===== config.mk =====
export PLATFORM = sky130hd
export DESIGN_NAME = seek_controller
export DESIGN_NICKNAME = d
export VERILOG_FILES = /design/src/rtl/seek_pkg.sv /design/src/rtl/seq_shift_mult.sv /design/src/rtl/seek_controller.sv
export SDC_FILE = /design/constraint.sdc
export NUM_CORES = 1
export LEC_CHECK = 0
export ABC_AREA = 1
export CAP_MARGIN = 10
export CELL_PAD_IN_SITES_DETAIL_PLACEMENT = 0
export CELL_PAD_IN_SITES_GLOBAL_PLACEMENT = 2
export CORE_MARGIN = 3
export CORE_UTILIZATION = 38
export DETAILED_ROUTE_END_ITERATION = 8
export HOLD_SLACK_MARGIN = 0.06
export PLACE_DENSITY = 0.83
export SKIP_LAST_GASP = 1
export SLEW_MARGIN = 20
export SYNTH_ARGS = -nofsm -noshare
export SYNTH_HDL_FRONTEND = slang
export SYNTH_SLANG_ARGS = --single-unit

===== constraint.sdc =====
create_clock -name sys_clk -period 6.2 [get_ports sys_clk]
set_clock_uncertainty 0.1 [all_clocks]
set_input_delay 0.93 -clock sys_clk [delete_from_list [all_inputs] [get_ports sys_clk]]
set_output_delay 0.93 -clock sys_clk [all_outputs]
set_load 0.01 [all_outputs]

===== src/rtl/seek_pkg.sv =====
// Shared constants, FSM state type and the mm:ss-to-seconds helper for the
// seek controller.
package seek_pkg;

  localparam int SECS_PER_MIN = 60;
  localparam int TGT_W        = 15;   // seconds, up to 511:59
  localparam int PROD_W       = 34;   // seconds x bytes-per-second
  localparam int MCAND_W      = 18;   // bytes-per-second operand width

  typedef enum logic [2:0] {
    IDLE,
    SUM,
    CLAMP,
    MUL,
    ADD,
    REQ
  } seek_state_e;

  // minutes*60 + seconds, with x60 done as (x<<6)-(x<<2) to avoid a multiplier
  function automatic logic [TGT_W-1:0] mmss_to_sec(input logic [8:0] m,
                                                   input logic [5:0] s);
    logic [TGT_W-1:0] w_m;
    w_m = {6'd0, m};
    return (w_m << 6) - (w_m << 2) + {9'd0, s};
  endfunction

endpackage


===== src/rtl/seq_shift_mult.sv =====
// Sequential shift-add multiplier: 15-bit i_a times 18-bit i_b, one multiplier
// bit per clock, LSB first. Bit 0 is folded into the start clock, so o_done
// pulses on the clock after the 15th partial product has been added.
module seq_shift_mult
  import seek_pkg::*;
(
  input  logic               i_clk,
  input  logic               i_rst_n,
  input  logic               i_start,
  input  logic [TGT_W-1:0]   i_a,
  input  logic [MCAND_W-1:0] i_b,
  output logic [PROD_W-1:0]  o_product,
  output logic               o_done
);

  logic [TGT_W-1:0]  r_mplier;
  logic [PROD_W-1:0] r_mcand;
  logic [PROD_W-1:0] r_acc;
  logic [3:0]        r_cnt;
  logic              r_run;
  logic              r_done;

  // Load on start (handling bit 0), then add one shifted partial product per clock
  always_ff @(posedge i_clk or negedge i_rst_n) begin
    if (!i_rst_n) begin
      r_mplier <= '0;
      r_mcand  <= '0;
      r_acc    <= '0;
      r_cnt    <= '0;
      r_run    <= 1'b0;
      r_done   <= 1'b0;
    end else begin
      r_done <= 1'b0;
      if (i_start) begin
        r_mplier <= i_a >> 1;
        r_mcand  <= PROD_W'(i_b) << 1;
        r_acc    <= i_a[0] ? PROD_W'(i_b) : '0;
        r_cnt    <= 4'd1;
        r_run    <= 1'b1;
      end else if (r_run) begin
        if (r_mplier[0]) r_acc <= r_acc + r_mcand;
        r_mplier <= r_mplier >> 1;
        r_mcand  <= r_mcand << 1;
        r_cnt    <= r_cnt + 4'd1;
        if (r_cnt == 4'(TGT_W - 1)) begin
          r_run  <= 1'b0;
          r_done <= 1'b1;
        end
      end
    end
  end

  assign o_product = r_acc;
  assign o_done    = r_done;

endmodule


===== src/rtl/seek_controller.sv =====
// Seek controller: turns a user mm:ss target into a byte address and issues it
// over seek_req/seek_ack. Targets past the end of the track are clamped to the
// last second; one newer request is queued while busy.
// Handshake: seek_req rises with seek_addr/clamped valid and holds them until
// the first clock seek_ack is sampled high; seek_ack is ignored outside REQ.
// Optional macro SEEK_TIMEOUT_EN adds an ack timeout of TIMEOUT_CYC clocks.
module seek_controller
  import seek_pkg::*;
#(
  parameter int unsigned BYTES_PER_SEC = 192000,
  parameter int unsigned ADDR_W        = 32,
  parameter int unsigned TIMEOUT_CYC   = 1048576
) (
  input  logic              sys_clk,
  input  logic              rst_n,
  input  logic              modify,
  input  logic [8:0]        min_mod,
  input  logic [5:0]        sec_mod,
  input  logic [8:0]        minute_n,
  input  logic [5:0]        second_n,
  input  logic [ADDR_W-1:0] base_addr,
  output logic              seek_req,
  output logic [ADDR_W-1:0] seek_addr,
  input  logic              seek_ack,
  output logic              busy,
  output logic              seek_done,
  output logic              seek_err,
  output logic              clamped,
  output seek_state_e       dbg_state
);

  localparam int SUM_W = ((ADDR_W > PROD_W) ? ADDR_W : PROD_W) + 1;

  seek_state_e       r_state;
  logic              r_modify_d;
  logic [8:0]        r_min, r_mn, r_pmin, r_pmn;
  logic [5:0]        r_sec, r_sn, r_psec, r_psn;
  logic [ADDR_W-1:0] r_base, r_pbase;
  logic              r_pending;
  logic [TGT_W-1:0]  r_tgt, r_len;
  logic              r_mul_start;
  logic              w_mul_done;
  logic [PROD_W-1:0] w_product;
  logic [SUM_W-1:0]  w_sum;
  logic              w_ovf;
  logic              w_rise;
  logic              w_end;
  logic              w_timeout;
`ifdef SEEK_TIMEOUT_EN
  logic [20:0]       r_to_cnt;
`endif

  seq_shift_mult u_mult (
    .i_clk     (sys_clk),
    .i_rst_n   (rst_n),
    .i_start   (r_mul_start),
    .i_a       (r_tgt),
    .i_b       (MCAND_W'(BYTES_PER_SEC)),
    .o_product (w_product),
    .o_done    (w_mul_done)
  );

  assign w_rise    = modify & ~r_modify_d;
  assign w_sum     = SUM_W'(r_base) + SUM_W'(w_product);
  assign w_ovf     = |w_sum[SUM_W-1:ADDR_W];
  assign busy      = (r_state != IDLE);
  assign dbg_state = r_state;

  // Terminal clocks of a request: empty track, address overflow, ack or timeout
  always_comb begin
    w_timeout = 1'b0;
`ifdef SEEK_TIMEOUT_EN
    w_timeout = (r_state == REQ) && !seek_ack &&
                (r_to_cnt == 21'(TIMEOUT_CYC - 1));
`endif
    case (r_state)
      CLAMP:   w_end = (r_len == '0);
      ADD:     w_end = w_ovf;
      REQ:     w_end = seek_ack | w_timeout;
      default: w_end = 1'b0;
    endcase
  end

  // Main FSM with capture/pending registers and registered handshake outputs
  always_ff @(posedge sys_clk or negedge rst_n) begin
    if (!rst_n) begin
      r_state     <= IDLE;
      r_modify_d  <= 1'b0;
      r_min       <= '0;
      r_sec       <= '0;
      r_mn        <= '0;
      r_sn        <= '0;
      r_base      <= '0;
      r_pmin      <= '0;
      r_psec      <= '0;
      r_pmn       <= '0;
      r_psn       <= '0;
      r_pbase     <= '0;
      r_pending   <= 1'b0;
      r_tgt       <= '0;
      r_len       <= '0;
      r_mul_start <= 1'b0;
      seek_req    <= 1'b0;
      seek_addr   <= '0;
      seek_done   <= 1'b0;
      seek_err    <= 1'b0;
      clamped     <= 1'b0;
`ifdef SEEK_TIMEOUT_EN
      r_to_cnt    <= '0;
`endif
    end else begin
      r_modify_d  <= modify;
      seek_done   <= 1'b0;
      seek_err    <= 1'b0;
      r_mul_start <= 1'b0;
      case (r_state)
        IDLE: begin
          if (w_rise) begin
            r_min   <= min_mod;
            r_sec   <= sec_mod;
            r_mn    <= minute_n;
            r_sn    <= second_n;
            r_base  <= base_addr;
            r_state <= SUM;
          end
        end
        SUM: begin
          r_tgt   <= mmss_to_sec(r_min, r_sec);
          r_len   <= mmss_to_sec(r_mn, r_sn);
          r_state <= CLAMP;
        end
        CLAMP: begin
          if (r_len == '0) begin
            seek_err <= 1'b1;
          end else begin
            if (r_tgt >= r_len) begin
              r_tgt   <= r_len - 1'b1;
              clamped <= 1'b1;
            end else begin
              clamped <= 1'b0;
            end
            r_mul_start <= 1'b1;
            r_state     <= MUL;
          end
        end
        MUL: begin
          if (w_mul_done) r_state <= ADD;
        end
        ADD: begin
          if (w_ovf) begin
            seek_err <= 1'b1;
          end else begin
            seek_addr <= w_sum[ADDR_W-1:0];
            seek_req  <= 1'b1;
            r_state   <= REQ;
`ifdef SEEK_TIMEOUT_EN
            r_to_cnt  <= '0;
`endif
          end
        end
        REQ: begin
          if (seek_ack) begin
            seek_req  <= 1'b0;
            seek_done <= 1'b1;
          end
`ifdef SEEK_TIMEOUT_EN
          else if (w_timeout) begin
            seek_req <= 1'b0;
            seek_err <= 1'b1;
          end else begin
            r_to_cnt <= r_to_cnt + 21'd1;
          end
`endif
        end
        default: r_state <= IDLE;
      endcase

      // On a terminal clock launch the newest queued target (a rise this
      // clock is newer than the pending one), otherwise return to IDLE.
      // Mid-request rises only refresh the pending slot.
      if (w_end) begin
        r_pending <= 1'b0;
        if (w_rise) begin
          r_min   <= min_mod;
          r_sec   <= sec_mod;
          r_mn    <= minute_n;
          r_sn    <= second_n;
          r_base  <= base_addr;
          r_state <= SUM;
        end else if (r_pending) begin
          r_min   <= r_pmin;
          r_sec   <= r_psec;
          r_mn    <= r_pmn;
          r_sn    <= r_psn;
          r_base  <= r_pbase;
          r_state <= SUM;
        end else begin
          r_state <= IDLE;
        end
      end else if (w_rise && r_state != IDLE) begin
        r_pmin    <= min_mod;
        r_psec    <= sec_mod;
        r_pmn     <= minute_n;
        r_psn     <= second_n;
        r_pbase   <= base_addr;
        r_pending <= 1'b1;
      end
    end
  end

endmodule


### Word level (Yosys, flattened, before mapping)

Cells that the tools add are included.

| storage, ports and cells | value |
|---|---|
| bits in registers | 285 |
| bits of input ports | 66 |
| output and inout bits | 40 |
| word-level logic and storage cells | 139 |

| cells by class | value |
|---|---|
| add/subtract/negate cells | 8 |
| magnitude comparators | 1 |
| eq/ne operators | 15 |
| muxes and demuxes | 66 |
| bitwise gates (word level) | 5 |
| reduce and logical (&&, ||, !) cells | 17 |

Operator list:

| operator | number |
|---|---|
| $mux 34 | 5 |
| $mux 32 | 5 |
| $mux 9 | 10 |
| $mux 15 | 4 |
| $mux 6 | 10 |
| $add 32x34->35 | 1 |
| $add 34x34->34 | 1 |
| $add 15x6->15 | 2 |
| $pmux 15 s2 | 1 |
| $sub 15x11->15 | 2 |
| $mux 1 | 19 |
| $mux 18 | 1 |
| $pmux 3 s6 | 1 |
| $ge 15x15->1 | 1 |
| $logic_not 15->1 | 1 |
| $mux 3 | 5 |
| $sub 15x1->15 const B | 1 |
| $ne 2x2->1 const B | 5 |
| $reduce_bool 2->1 | 5 |
| $ne 3x3->1 const B | 3 |
| $mux 4 | 2 |
| $reduce_and 2->1 | 4 |
| $eq 3x2->1 const B | 2 |
| $eq 3x3->1 const B | 2 |
| other kinds (14) | 19 |

### Logic depth before layout (Yosys ltp)

Gate-level depths: netlist of run 1.

| depth | value |
|---|---|
| word-level depth | 7 |
| gate-level depth with buffers | 19 |
| mapped depth without buffers | 18 |

### Cells and area by module

From an unflattened synthesis of run 1, not the netlist that was laid out.

| unflattened totals | value |
|---|---|
| cell total of the unflattened synthesis | 2756 |
| area, all modules | 18936.9 µm² |

Modules (own cells, without submodules):

| module | instances | cells each | area each (µm²) | seq. area each (µm²) |
|---|---|---|---|---|
| seek_controller | 1 | 1827 | 12846.1 | 4904.7 |
| seq_shift_mult | 1 | 929 | 6090.8 | 2177.1 |

### Worst setup path before layout of run 1

Ideal clock, no wire load.

| timing path | value |
|---|---|
| path type | input port to flip-flop |
| start point | input modify |
| end point | register r_sec[2] |
| setup time | 0.121 ns |
| data arrival time | 2.283 ns |
| required time | 5.979 ns |
| path slack | 3.697 ns |
| cell stages on the path | 15 |
| path buffers | 2 |
| path through | inv_1 nor2_2 inv_2 nor2_8 inv_2 buf_4 buf_2 nand2_1 o21ai_0 inv_1 nand2_1 o21ai_0 o21ai_0 nand2_1 o21ai_1 |

| on the way | value |
|---|---|
| longest elaborated chain between the ends | 6 |

Ends and longest elaborated chain:

| item | line | text |
|---|---|---|
| from (decl) | seek_controller.sv:16 | `input logic modify,` |
| $and 1x1->1 * | seek_controller.sv:63 | `assign w_rise = modify & ~r_modify_d;` |
| $mux 6 | seek_controller.sv:118 | `if (w_rise) begin` |
| $mux 6 | seek_controller.sv:116 | `case (r_state)` |
| $mux 6 | seek_controller.sv:190 | `end else if (r_pending) begin` |
| $mux 6 | seek_controller.sv:183 | `if (w_rise) begin` |
| $mux 6 * | seek_controller.sv:181 | `if (w_end) begin` |
| to (signal assigned) | seek_controller.sv:120 | `r_sec <= sec_mod;` |
| to (signal assigned) | seek_controller.sv:185 | `r_sec <= sec_mod;` |
| to (signal assigned) | seek_controller.sv:192 | `r_sec <= r_psec;` |
| to (decl) | seek_controller.sv:37 | `logic [5:0] r_sec, r_sn, r_psec, r_psn;` |

Mark *: on every way between the ends. The rest lies on a longest branch, timed or not.
A chain may end at the register's enable or synchronous reset.

### Worst setup path in the final report of run 1

| timing path | value |
|---|---|
| start point | register u_mult.r_acc[25] (netlist: u_mult.o_product[25]) |
| end point | register r_pbase[5] |

| on the way | value |
|---|---|
| longest elaborated chain between the ends | 5 |

Ends and longest elaborated chain:

| item | line | text |
|---|---|---|
| from (decl) | seq_shift_mult.sv:18 | `logic [PROD_W-1:0] r_acc;` |
| from (signal assigned) | seq_shift_mult.sv:37 | `r_acc <= i_a[0] ? PROD_W'(i_b) : '0;` |
| from (signal assigned) | seq_shift_mult.sv:41 | `if (r_mplier[0]) r_acc <= r_acc + r_mcand;` |
| $add 32x34->35 | seek_controller.sv:64 | `assign w_sum = SUM_W'(r_base) + SUM_W'(w_product);` |
| $reduce_or 3->1 | seek_controller.sv:65 | `assign w_ovf = \|w_sum[SUM_W-1:ADDR_W];` |
| $pmux 1 s3 | seek_controller.sv:76 | `case (r_state)` |
| $not 1->1 (no line) | -- |  |
| $reduce_and 2->1 (no line) | -- |  |
| to (signal assigned) | seek_controller.sv:205 | `r_pbase <= base_addr;` |
| to (decl) | seek_controller.sv:38 | `logic [ADDR_W-1:0] r_base, r_pbase;` |

Every way passes these cells.

==> flow_metrics.env, run 1 <==
export IMPL_critPathCaptureType="register"
export IMPL_cpMostUsedCell="sky130_fd_sc_hd__nand2_1"
export IMPL_number_of_vias_in_the_routed_layout=14302
export IMPL_layout_filler_cells=4446
export IMPL_antenna_cells=0
export IMPL_crit_path_start_kind="register"
export IMPL_clock_fmax_ghz=0.2488
export IMPL_powerDensity_nw_per_um2=549.7
export IMPL_hold_viol=0
export IMPL_clock_tree_htree_level_count=2
export IMPL_post_synth_inst_count=2240
export IMPL_clock_sinks=265
export IMPL_layout_core_utilization=0.4444
export IMPL_clk_latency_ps=550
export IMPL_routedWlPerCell_um=16.20
export IMPL_synthesis_area_per_instance_um2=7.426
export IMPL_report_final_slew_viol_count=0
export IMPL_die_h_um=215.2
export IMPL_hpwl_dp_mm=33.76
export IMPL_outcome="complete, no violations"
export IMPL_rsz0062_at_grt="no"
export IMPL_final_hold_worst_slack_ps=328.4
export IMPL_max_cap_violations=0
export IMPL_design_final_nets=2457
export IMPL_cts_post_setup_buffers_inserted=0
export IMPL_number_of_enable_flip_flop_cells_after_synthesis=0
export IMPL_std_cell_rows=76
export IMPL_final_layout_size_suffix_gt1_frac=0.09064
export IMPL_synth_main_ff_cell="sky130_fd_sc_hd__dfrtp_1"
export IMPL_mappedNetlistArea_um2=16630
export IMPL_first_global_vias=13631
export IMPL_tritoncts_num_buffers=34
export IMPL_crit_required_ps=6560
export IMPL_root_buffer="sky130_fd_sc_hd__clkbuf_16"
export IMPL_cts_tree="built"
export IMPL_peakVddDrop_mv=0.2575
export IMPL_cpMaxStageDelayCell="sky130_fd_sc_hd__buf_4"
export IMPL_detail_route_iter0_violations=893
export IMPL_timing_critical_path_cells="ha_1 -> a21oi_1 -> o21ai_1 -> nand2_1 -> nand2_1 -> nor2_1 -> nand2_1 -> nand2_1 -> nand2_2 -> nand2_2 -> nand2_4 -> nand4_4 -> buf_4 -> buf_4 -> nand2_1 -> o21ai_2"
export IMPL_crit_buf_inv=2
export IMPL_setup_worst_path_class="register to register"
export IMPL_timing_setup_tns_ps=0
export IMPL_period_share=0.6484
export IMPL_cts_hold_repair_buffers=0
export IMPL_post_route_drc_count=0
export IMPL_cts_buffer_depth=3
export IMPL_arrival_ps=4380
export IMPL_io_buffer_count=105
export IMPL_timing_final_crit_period_ps=4020
export IMPL_postRouteWirelength_mm=47.19
export IMPL_async_flop_share=1.000
export IMPL_max_slew_margin=0.2717
export IMPL_initial_utilization=0.3853
export IMPL_gp_congestion=0.8773
export IMPL_synth_fp_nets=2390
export IMPL_antenna_violating_nets_post_route=0
export IMPL_placed_cells=2856
export IMPL_die_width_um=215.2
export IMPL_cp_top_family="buffers and inverters"
export IMPL_area_growth_pct=15.35
export IMPL_synth_seq_area_share=0.3987
export IMPL_cp_slowest_stage_delay_ps=950
export IMPL_p_total_mw=10.55
export IMPL_dr_pass1_iters=5
export IMPL_grt_pass1_wl_mm=75.76
export IMPL_boundaryPins=106
export IMPL_stdcell_count=2913
export IMPL_leakagePower_nw=9.131
export IMPL_setup_viol=0
export IMPL_pin_count_of_the_biggest_net_entering_global_routing=101
export IMPL_synth_seq_cells=265
export IMPL_synth_warnings=0
export IMPL_netlist_cell_type_count=56
export IMPL_post_cts_sizing=0
export IMPL_global_route_overflow_total=0
export IMPL_avgViaCountPerCell=4.910
export IMPL_groute_usage_overall=0.2037
export IMPL_path_class_of_the_lowest_slack_min_delay_path="input pin to async pin"
export IMPL_design_die_area_um2=46320
export IMPL_antenna_found_initial=0
export IMPL_fp_coreArea_um2=43170
export IMPL_crit_path_max_fanout=76
export IMPL_tightestPinTransition_ps=1092
export IMPL_clkSlewWorstSetupHoldPaths_ps=60
## synth_stat cells (all sizes together) (3+ instances only)
master | n | area [um2]
nor2 | 108 | 441.7
o21ai | 447 | 2425
a21o | 6 | 45.04
nor4 | 5 | 31.28
nand4 | 11 | 98.84
xor2 | 23 | 201.4
o22ai | 15 | 93.84
o21bai | 5 | 37.54
a21boi | 5 | 41.29
xnor2 | 17 | 148.9
inv | 292 | 1096
a21oi | 82 | 410.4
nand3 | 63 | 337.8
o31ai | 7 | 52.55
a31oi | 4 | 25.02
or2 | 5 | 31.28
buf | 40 | 279.0
ha | 83 | 1039
nand2 | 658 | 2615
a22oi | 6 | 45.04
dfrtp | 265 | 6631
o21a | 4 | 30.03
clkbuf | 49 | 185.2
o211ai | 3 | 22.52
nor3 | 21 | 137.6
## power by group
part           internal [mW]  switching [mW]  total [mW]
Combinational           2.05            3.37        5.42
Sequential              2.51           0.655        3.17
Clock                   1.16           0.801        1.96
## layer usage
layer  up-vias  share of wire  global-route usage
li1       7433              -                   -
met1      6590           0.48              0.2823
met2       227           0.47              0.3333
met3        52          0.033             0.02687
met4         0          0.023             0.06213
met5         -              0                   0
## path summary, 6_finish.rpt
kind                                       from            endpoint  slack, ps  cells after the start
min in group sys_clk            u_mult.r_cnt[3]     u_mult.r_cnt[3]        370                      1
max reg2reg                u_mult.o_product[25]          r_pbase[5]       2180                     16
max in group asynchronous                 rst_n             r_mn[1]       4190                      2
min reg2reg                     u_mult.r_cnt[3]     u_mult.r_cnt[3]        370                      1
max                        u_mult.o_product[25]          r_pbase[5]       2180                     16
min                                       rst_n  u_mult.r_mcand[27]        330                      1
## final cells by class
type                       instances  area, um2  share of cell area
inverter                         294       1105             0.05758
multi-input combinational       1592       8449              0.4404
clock buffer                      48      993.5             0.05178
clock inverter                     9      93.84            0.004891
timing repair buffer             120       1181             0.06156
tap                              585      732.0             0.03815
sequential                       265       6631              0.3456
## sequential cells by signal, summed over array words and instances, names as in the netlist, 3 cells and up
| register | cells |
|---|---|
| dbg_state | 3 |
| u_mult.r_mplier | 14 |
| r_sec | 6 |
| r_pmn | 9 |
| r_tgt | 15 |
| r_psec | 6 |
| r_min | 9 |
| r_base | 32 |
| u_mult.o_product | 25 |
| seek_addr | 32 |
| r_len | 15 |
| r_sn | 6 |
| r_pbase | 32 |
| u_mult.r_cnt | 4 |
| r_mn | 9 |
| r_pmin | 9 |
| u_mult.r_mcand | 24 |
| r_psn | 6 |
## kinds of logic after synthesis
family | Yosys count | synth area share
compound gates | 592 | 0.1984
xor+xnor | 40 | 0.02106
fa+ha+maj | 84 | 0.06364
buf+inv | 383 | 0.09425
flops | 265 | 0.3987
other cells | 1 | 0.0002254
simple gates | 875 | 0.2238
## layout by cell type (no fill, tap or decap), types with 6 or more instances in the layout
cell	instances
sky130_fd_sc_hd__xor2_1	23
sky130_fd_sc_hd__nor3_1	16
sky130_fd_sc_hd__ha_1	83
sky130_fd_sc_hd__dfrtp_1	265
sky130_fd_sc_hd__o21ai_1	99
sky130_fd_sc_hd__o22ai_1	15
sky130_fd_sc_hd__xnor2_1	17
sky130_fd_sc_hd__inv_2	10
sky130_fd_sc_hd__clkbuf_8	9
sky130_fd_sc_hd__nor2_1	101
sky130_fd_sc_hd__buf_4	14
sky130_fd_sc_hd__a22oi_1	6
sky130_fd_sc_hd__o21ai_0	298
sky130_fd_sc_hd__nand4_1	9
sky130_fd_sc_hd__nand3_1	59
sky130_fd_sc_hd__a21o_1	6
sky130_fd_sc_hd__inv_1	281
sky130_fd_sc_hd__clkdlybuf4s50_1	104
sky130_fd_sc_hd__clkbuf_16	34
sky130_fd_sc_hd__o31ai_1	7
sky130_fd_sc_hd__o21ai_2	50
sky130_fd_sc_hd__nand2_2	55
sky130_fd_sc_hd__a21oi_1	82
sky130_fd_sc_hd__nand2_1	602
## stage by stage
step	area, um2	worst slack (ps)
finish	19190	2180
floorplan	16630	3697
CTS	19190	2160
global placement	18100	2168
global route	19190	1780
detailed placement	18100	2142
Power figures use the tool's default switching activity.
==> run 2: changes to the inputs <==
- CORE_UTILIZATION: 38 -> 35
- PLACE_DENSITY: 0.83 -> 0.77
- clock period: 6.2 -> 3.8 ns (I/O delays scaled with it)
==> run 2 against run 1 <==
  * Global-route usage is 0.95 points lower
  * Fmax is 24% higher
  * Clock power is 65% higher
  * Worst hold slack better by 39 ps
  * Design area is 1.3% higher
  * Highest routed layer unchanged
  * Sequential share of layout area is 0.46 points lower
  * Die area is 8.3% higher
  * Via count is 0.19% lower
  * Cell count is 1.4% higher
  * Largest power group unchanged
==> flow_metrics.env, run 2 (synthesized netlist as in run 1, its figures left out) <==
export IMPL_die_width_um=224
export IMPL_global_route_overflow_total=0
export IMPL_outcome="complete, no violations"
export IMPL_clock_fmax_ghz=0.3073
export IMPL_cts_buffer_depth=3
export IMPL_postRouteWirelength_mm=48.54
export IMPL_area_growth_pct=16.89
export IMPL_final_hold_worst_slack_ps=367.3
export IMPL_tritoncts_num_buffers=35
export IMPL_number_of_vias_in_the_routed_layout=14275
export IMPL_pwr_share_seq=0.297
export IMPL_tightestPinTransition_ps=791.7
export IMPL_hold_path_end="u_mult.r_cnt[3]"
export IMPL_worstReg2RegEnd="r_base[29]"
export IMPL_hp_start="u_mult.r_cnt[3]"
export IMPL_rsz0062_at_grt="no"
export IMPL_switchingPower_mw=7.885
export IMPL_power_switching_fraction=0.4540
export IMPL_worst_r2r_path_depth=14
export IMPL_timing_final_crit_period_ps=3254
export IMPL_timing_setup_tns_ps=0
export IMPL_setup_viol=0
export IMPL_design_final_nets=2473
export IMPL_first_global_vias=13757
export IMPL_peakVddDrop_mv=0.5768
export IMPL_antenna_found_initial=1
export IMPL_cts_tree="built"
export IMPL_period_share=0.8563
export IMPL_avgViaCountPerCell=4.834
export IMPL_groute_usage_overall=0.1942
export IMPL_powerDensity_nw_per_um2=893.2
export IMPL_fp_coreArea_um2=46750
export IMPL_std_cell_rows=79
export IMPL_hpwl_dp_mm=35.41
export IMPL_antenna_violating_nets_post_route=0
export IMPL_internal_power_mw=9.482
export IMPL_post_cts_sizing=0
export IMPL_post_route_drc_count=0
export IMPL_clkSlewWorstSetupHoldPaths_ps=50
export IMPL_cp_top_family="simple AND/OR/NAND/NOR gates"
export IMPL_arrival_ps=3530
export IMPL_rrSetupSlack_ps=550
export IMPL_boundaryPins=106
export IMPL_design_die_area_um2=50180
export IMPL_timing_critical_path_cells="ha_1 -> nand2_1 -> inv_1 -> nand2_1 -> nand2_1 -> a21oi_1 -> nand3_1 -> nand2_1 -> nand2_1 -> nor2_2 -> nand2_2 -> nand2_4 -> nand3_4 -> o21ai_1"
export IMPL_root_buffer="sky130_fd_sc_hd__clkbuf_16"
export IMPL_io_buffer_count=105
export IMPL_max_cap_violations=0
export IMPL_gp_congestion=0.8448
export IMPL_die_h_um=224
export IMPL_clock_tree_htree_level_count=2
export IMPL_path_class_of_the_lowest_slack_min_delay_path="register to register"
export IMPL_pwr_share_clk=0.186
export IMPL_max_slew_margin=0.4716
export IMPL_detail_route_iter0_violations=834
export IMPL_final_layout_size_suffix_gt1_frac=0.09552
export IMPL_mostFrequentLayoutCell="sky130_fd_sc_hd__nand2_1"
export IMPL_leakagePower_nw=9.245
export IMPL_cpMaxStageDelayCell="sky130_fd_sc_hd__o21ai_1"
export IMPL_power_frac_comb=0.517
export IMPL_pin_count_of_the_biggest_net_entering_global_routing=86
export IMPL_grt_pass1_wl_mm=77.35
export IMPL_hold_viol=0
export IMPL_setup_worst_path_class="register to register"
export IMPL_clock_sinks=265
export IMPL_routedWlPerCell_um=16.44
export IMPL_crit_required_ps=4080
export IMPL_crit_path_max_fanout=42
export IMPL_rr_startpoint="r_base[28]"
export IMPL_initial_utilization=0.3558
export IMPL_report_final_slew_viol_count=0
export IMPL_clk_latency_ps=550
export IMPL_critPathCaptureType="register"
export IMPL_hold_depth=1
export IMPL_cpMostUsedCell="sky130_fd_sc_hd__nand2_1"
export IMPL_layout_top_registers="r_base (32), r_pbase (32), seek_addr (32)"
export IMPL_dr_pass1_iters=5
export IMPL_cp_slowest_stage_delay_ps=570
export IMPL_mostFrequentLayoutCells="sky130_fd_sc_hd__nand2_1 (602), sky130_fd_sc_hd__o21ai_0 (298), sky130_fd_sc_hd__inv_1 (281)"
export IMPL_crit_buf_inv=1
export IMPL_crit_path_start_kind="register"
-- run 2: changes by cell type in the layout (fill, tap and decap cells not counted), moves of 3 or more --
| cell | before | now |
|---|---|---|
| sky130_fd_sc_hd__buf_12 | 1 | 9 |
| sky130_fd_sc_hd__clkbuf_8 | 9 | 5 |
| sky130_fd_sc_hd__clkbuf_16 | 34 | 37 |
| sky130_fd_sc_hd__buf_4 | 14 | 20 |
| sky130_fd_sc_hd__clkbuf_1 | 5 | 8 |
| sky130_fd_sc_hd__clkinv_2 | 4 | 7 |
-- run 2: metrics by stage --
stage	worst slack (ps)	total power, mW	utilization	area (um2)	instances
3_3_place_gp	429.1	14.20	0.3921	18330	2892
2_1_floorplan	1443	11.42	-	16630	2240
6_report	546.0	17.37	0.4159	19440	2953
5_1_grt	280.9	19.16	0.4158	19440	2952
3_5_place_dp	455.2	14.30	0.3921	18330	2892
4_1_cts	581.2	17.64	0.4158	19440	2952
-- run 2: layer usage --
metal | global-route usage | wire length (um)
met1 | 0.2703 | 23370
met2 | 0.3193 | 22560
met3 | 0.02424 | 1533
met4 | 0.05448 | 1078
met5 | 0 | 0
-- run 2: what timing repair did --
item	4_1_cts	5_1_grt
setup buffers	0	0
endpoints found under the hold margin	82	0
hold buffers	1	0
-- run 2: power groups by stage --
stage                     Sequential, mW  Clock (mW)  Combinational (mW)
after floorplan                     4.86           0                6.56
after global placement              5.21           0                8.99
after detailed placement            5.22           0                9.07
after CTS                           5.19        3.34                9.12
after global routing                5.31        3.45                10.4
final                               5.16        3.23                8.98
-- run 2: worst max path at each step --
stage / from / cells after the start / endpoint
2_1_floorplan: u_mult.o_product[12] / 17 / r_pbase[26]
3_3_place_gp: modify / 15 / r_base[29]
3_5_place_dp: modify / 15 / r_base[29]
4_1_cts: u_mult.o_product[21] / 12 / r_base[29]
5_1_grt: u_mult.o_product[14] / 17 / r_pbase[13]
6_report: r_base[28] / 14 / r_base[29]
-- run 2: layout make-up --
class	count	area (um2)
Antenna cell	1	2.502
Tap cell	607	759.5
Fill cell	4848	27310
Sequential cell	265	6631
Inverter	294	1105
Clock inverter	9	75.07
Multi-Input combinational cell	1592	8449
Timing Repair Buffer	135	1396
Clock buffer	50	1025
-- run 2: worst reg2reg max path, delay by kind of cell (launching register included) --
kind            cells  cell delay, ps
fa+ha+maj           1             420
simple gates       10            1270
buf+inv             1              40
compound gates      2             800
flops               1             450
==> run 3: changes to the inputs <==
- CELL_PAD_IN_SITES_DETAIL_PLACEMENT: 0 -> 1
- CELL_PAD_IN_SITES_GLOBAL_PLACEMENT: 2 -> 1
- CORE_UTILIZATION: 35 -> 40
- PLACE_DENSITY: 0.77 -> 0.74
- clock period: 3.8 -> 2.8 ns (I/O delays scaled with it)
==> run 3 against run 2 <==
  * Design area is 5.4% higher
  * Critical path type unchanged
  * Worst hold slack got worse by 120 ps
  * Sequential share of layout area decreased by 1.7 points
  * Setup slack worse by 450 ps
  * Count of clock-buffer cells in the layout down 2
  * Cell count is 0.44% lower
  * Sequential cell count unchanged
  * Clock power rose by 47%
==> flow_metrics.env, run 3 (synthesized netlist as in run 1, its figures left out) <==
export IMPL_stdcell_count=2940
export IMPL_hpwl_dp_mm=39.05
export IMPL_cts_tree="built"
export IMPL_detail_route_iter0_violations=658
export IMPL_clock_fmax_ghz=0.3695
export IMPL_routedWlPerCell_um=18.30
export IMPL_stdcell_area_um2=20500
export IMPL_avgViaCountPerCell=5.294
export IMPL_initial_utilization=0.4064
export IMPL_arrival_ps=3030
export IMPL_clk_latency_ps=540
export IMPL_rr_startpoint="r_base[15]"
export IMPL_hold_path_end="r_modify_d"
export IMPL_layout_filler_cells=5022
export IMPL_number_of_vias_in_the_routed_layout=15564
export IMPL_hold_depth=1
export IMPL_leakagePower_nw=9.660
export IMPL_die_h_um=209.9
export IMPL_cts_buffer_depth=3
export IMPL_mostFrequentLayoutCell="sky130_fd_sc_hd__nand2_1"
export IMPL_p_total_mw=25.75
export IMPL_clock_sinks=265
export IMPL_cpMaxStageDelayCell="sky130_fd_sc_hd__dfrtp_1"
export IMPL_critPathCaptureType="register"
export IMPL_powerDensity_nw_per_um2=1256
export IMPL_gp_congestion=0.9112
export IMPL_tightestPinTransition_ps=773.6
export IMPL_period_share=0.9666
export IMPL_outcome="complete, no violations"
export IMPL_report_final_slew_viol_count=0
export IMPL_timing_final_crit_period_ps=2706
export IMPL_antenna_cells=0
export IMPL_die_width_um=209.9
export IMPL_root_buffer="sky130_fd_sc_hd__clkbuf_16"
export IMPL_placed_cells=2846
export IMPL_antenna_found_initial=2
export IMPL_hp_start="modify"
export IMPL_tritoncts_num_buffers=34
export IMPL_clock_tree_htree_level_count=2
export IMPL_peakVddDrop_mv=0.4466
export IMPL_design_die_area_um2=44070
export IMPL_antenna_violating_nets_post_route=0
export IMPL_timing_critical_path_cells="ha_4 -> a21o_1 -> a21oi_1 -> nand3_1 -> nand3_1 -> nand2_1 -> nor2_2 -> nand2_2 -> nand2_4 -> nand4_4 -> buf_12 -> buf_12 -> nand2_1 -> o21ai_1"
export IMPL_clkSlewWorstSetupHoldPaths_ps=60
export IMPL_post_route_drc_count=0
export IMPL_groute_usage_overall=0.2357
export IMPL_cp_slowest_stage_delay_ps=430
export IMPL_rsz0062_at_grt="yes"
export IMPL_ff_latch_area_um2=6643
export IMPL_first_global_vias=16192
export IMPL_pin_count_of_the_biggest_net_entering_global_routing=125
export IMPL_io_buffer_count=105
export IMPL_path_class_of_the_lowest_slack_min_delay_path="input pin to register"
export IMPL_worstReg2RegEnd="r_pbase[7]"
export IMPL_setup_ws_ps=93.54
export IMPL_area_growth_pct=23.24
export IMPL_crit_path_start_kind="register"
export IMPL_layout_top_registers="r_base (32), r_pbase (32), seek_addr (32)"
export IMPL_fp_coreArea_um2=40920
export IMPL_design_final_nets=2534
export IMPL_crit_required_ps=3120
export IMPL_boundaryPins=106
export IMPL_placedInstanceArea_um2=18590
export IMPL_dr_pass1_iters=5
export IMPL_hold_viol=0
export IMPL_dp_worst_setup_slack_ps=-15.32
export IMPL_setup_worst_path_class="register to register"
export IMPL_postRouteWirelength_mm=53.81
export IMPL_worst_r2r_path_depth=14
export IMPL_max_slew_margin=0.4837
export IMPL_area_of_combinational_cells_with_multiple_inputs_um2=8803
export IMPL_setup_viol=0
export IMPL_global_route_overflow_total=0
export IMPL_mostFrequentLayoutCells="sky130_fd_sc_hd__nand2_1 (591), sky130_fd_sc_hd__o21ai_0 (298), sky130_fd_sc_hd__inv_1 (281)"
export IMPL_grt_pass1_wl_mm=84.59
export IMPL_std_cell_rows=74
export IMPL_max_cap_violations=0
export IMPL_rrSetupSlack_ps=90
export IMPL_crit_path_max_fanout=21
export IMPL_final_layout_size_suffix_gt1_frac=0.1416
==> run 3: cell type report <==
class	instances	area share
clock buffer	48	0.04755
timing repair buffer	197	0.1021
multi-input combinational	1592	0.4294
sequential	265	0.3240
tap	532	0.03247
clock inverter	12	0.01056
inverter	294	0.05389
==> run 3: layer usage <==
metal  wire, um  global-route usage  up-vias  share of wire
li1           -                   -     7567              -
met1      23170              0.2934     7651           0.43
met2      26840              0.4195      242           0.50
met3       1875             0.03722      102          0.035
met4       1916             0.07552        2          0.036
met5          9                   0        -        0.00017
==> run 3: worst max-delay path by stage <==
stage                               startpoint  slack (ps)           to
after floorplan           u_mult.o_product[12]         440  r_pbase[26]
after global placement              r_base[28]          -7   r_base[12]
after detailed placement            r_base[30]         -20   r_base[12]
after CTS                           r_base[31]          10     r_psn[2]
after global routing                r_base[15]         -50   r_pbase[7]
final                               r_base[15]          90   r_pbase[7]
==> run 3: power breakdown <==
group | leakage [nW] | switching, mW | total [mW] | internal, mW
logic | 5.76 | 8.34 | 13.9 | 5.55
registers | 3.32 | 1.53 | 7.11 | 5.58
clock network | 0.582 | 1.77 | 4.74 | 2.98
==> run 3: stage by stage <==
| stage | TNS [ps] | util | hold WS (ps) |
|---|---|---|---|
| 2_1_floorplan | 0 | - | 24.41 |
| 3_3_place_gp | -7.105 | 0.4543 | 224.4 |
| 3_5_place_dp | -15.32 | 0.4543 | 226.0 |
| 4_1_cts | 0 | 0.4844 | 222.5 |
| 5_1_grt | -1762 | 0.5009 | 234.6 |
| 6_report | 0 | 0.5009 | 246.0 |
==> run 3: critical path, delay by kind of cell, from the launching register on <==
family / cells / cell delay, ps
adders and majority gates: 1 / 280
and+or+nand+nor: 8 / 920
DFF: 1 / 430
buffers and inverters: 2 / 350
AOI/OAI and AO/OA: 3 / 510
==> run 3: repair_timing <==
item	CTS	global route
buffers inserted	0	30
resized for setup	3	66
pin swaps	0	16
endpoints found under the setup margin	21	160
hold endpoints to repair	160	0
cloned	0	3
hold buffers	1	0
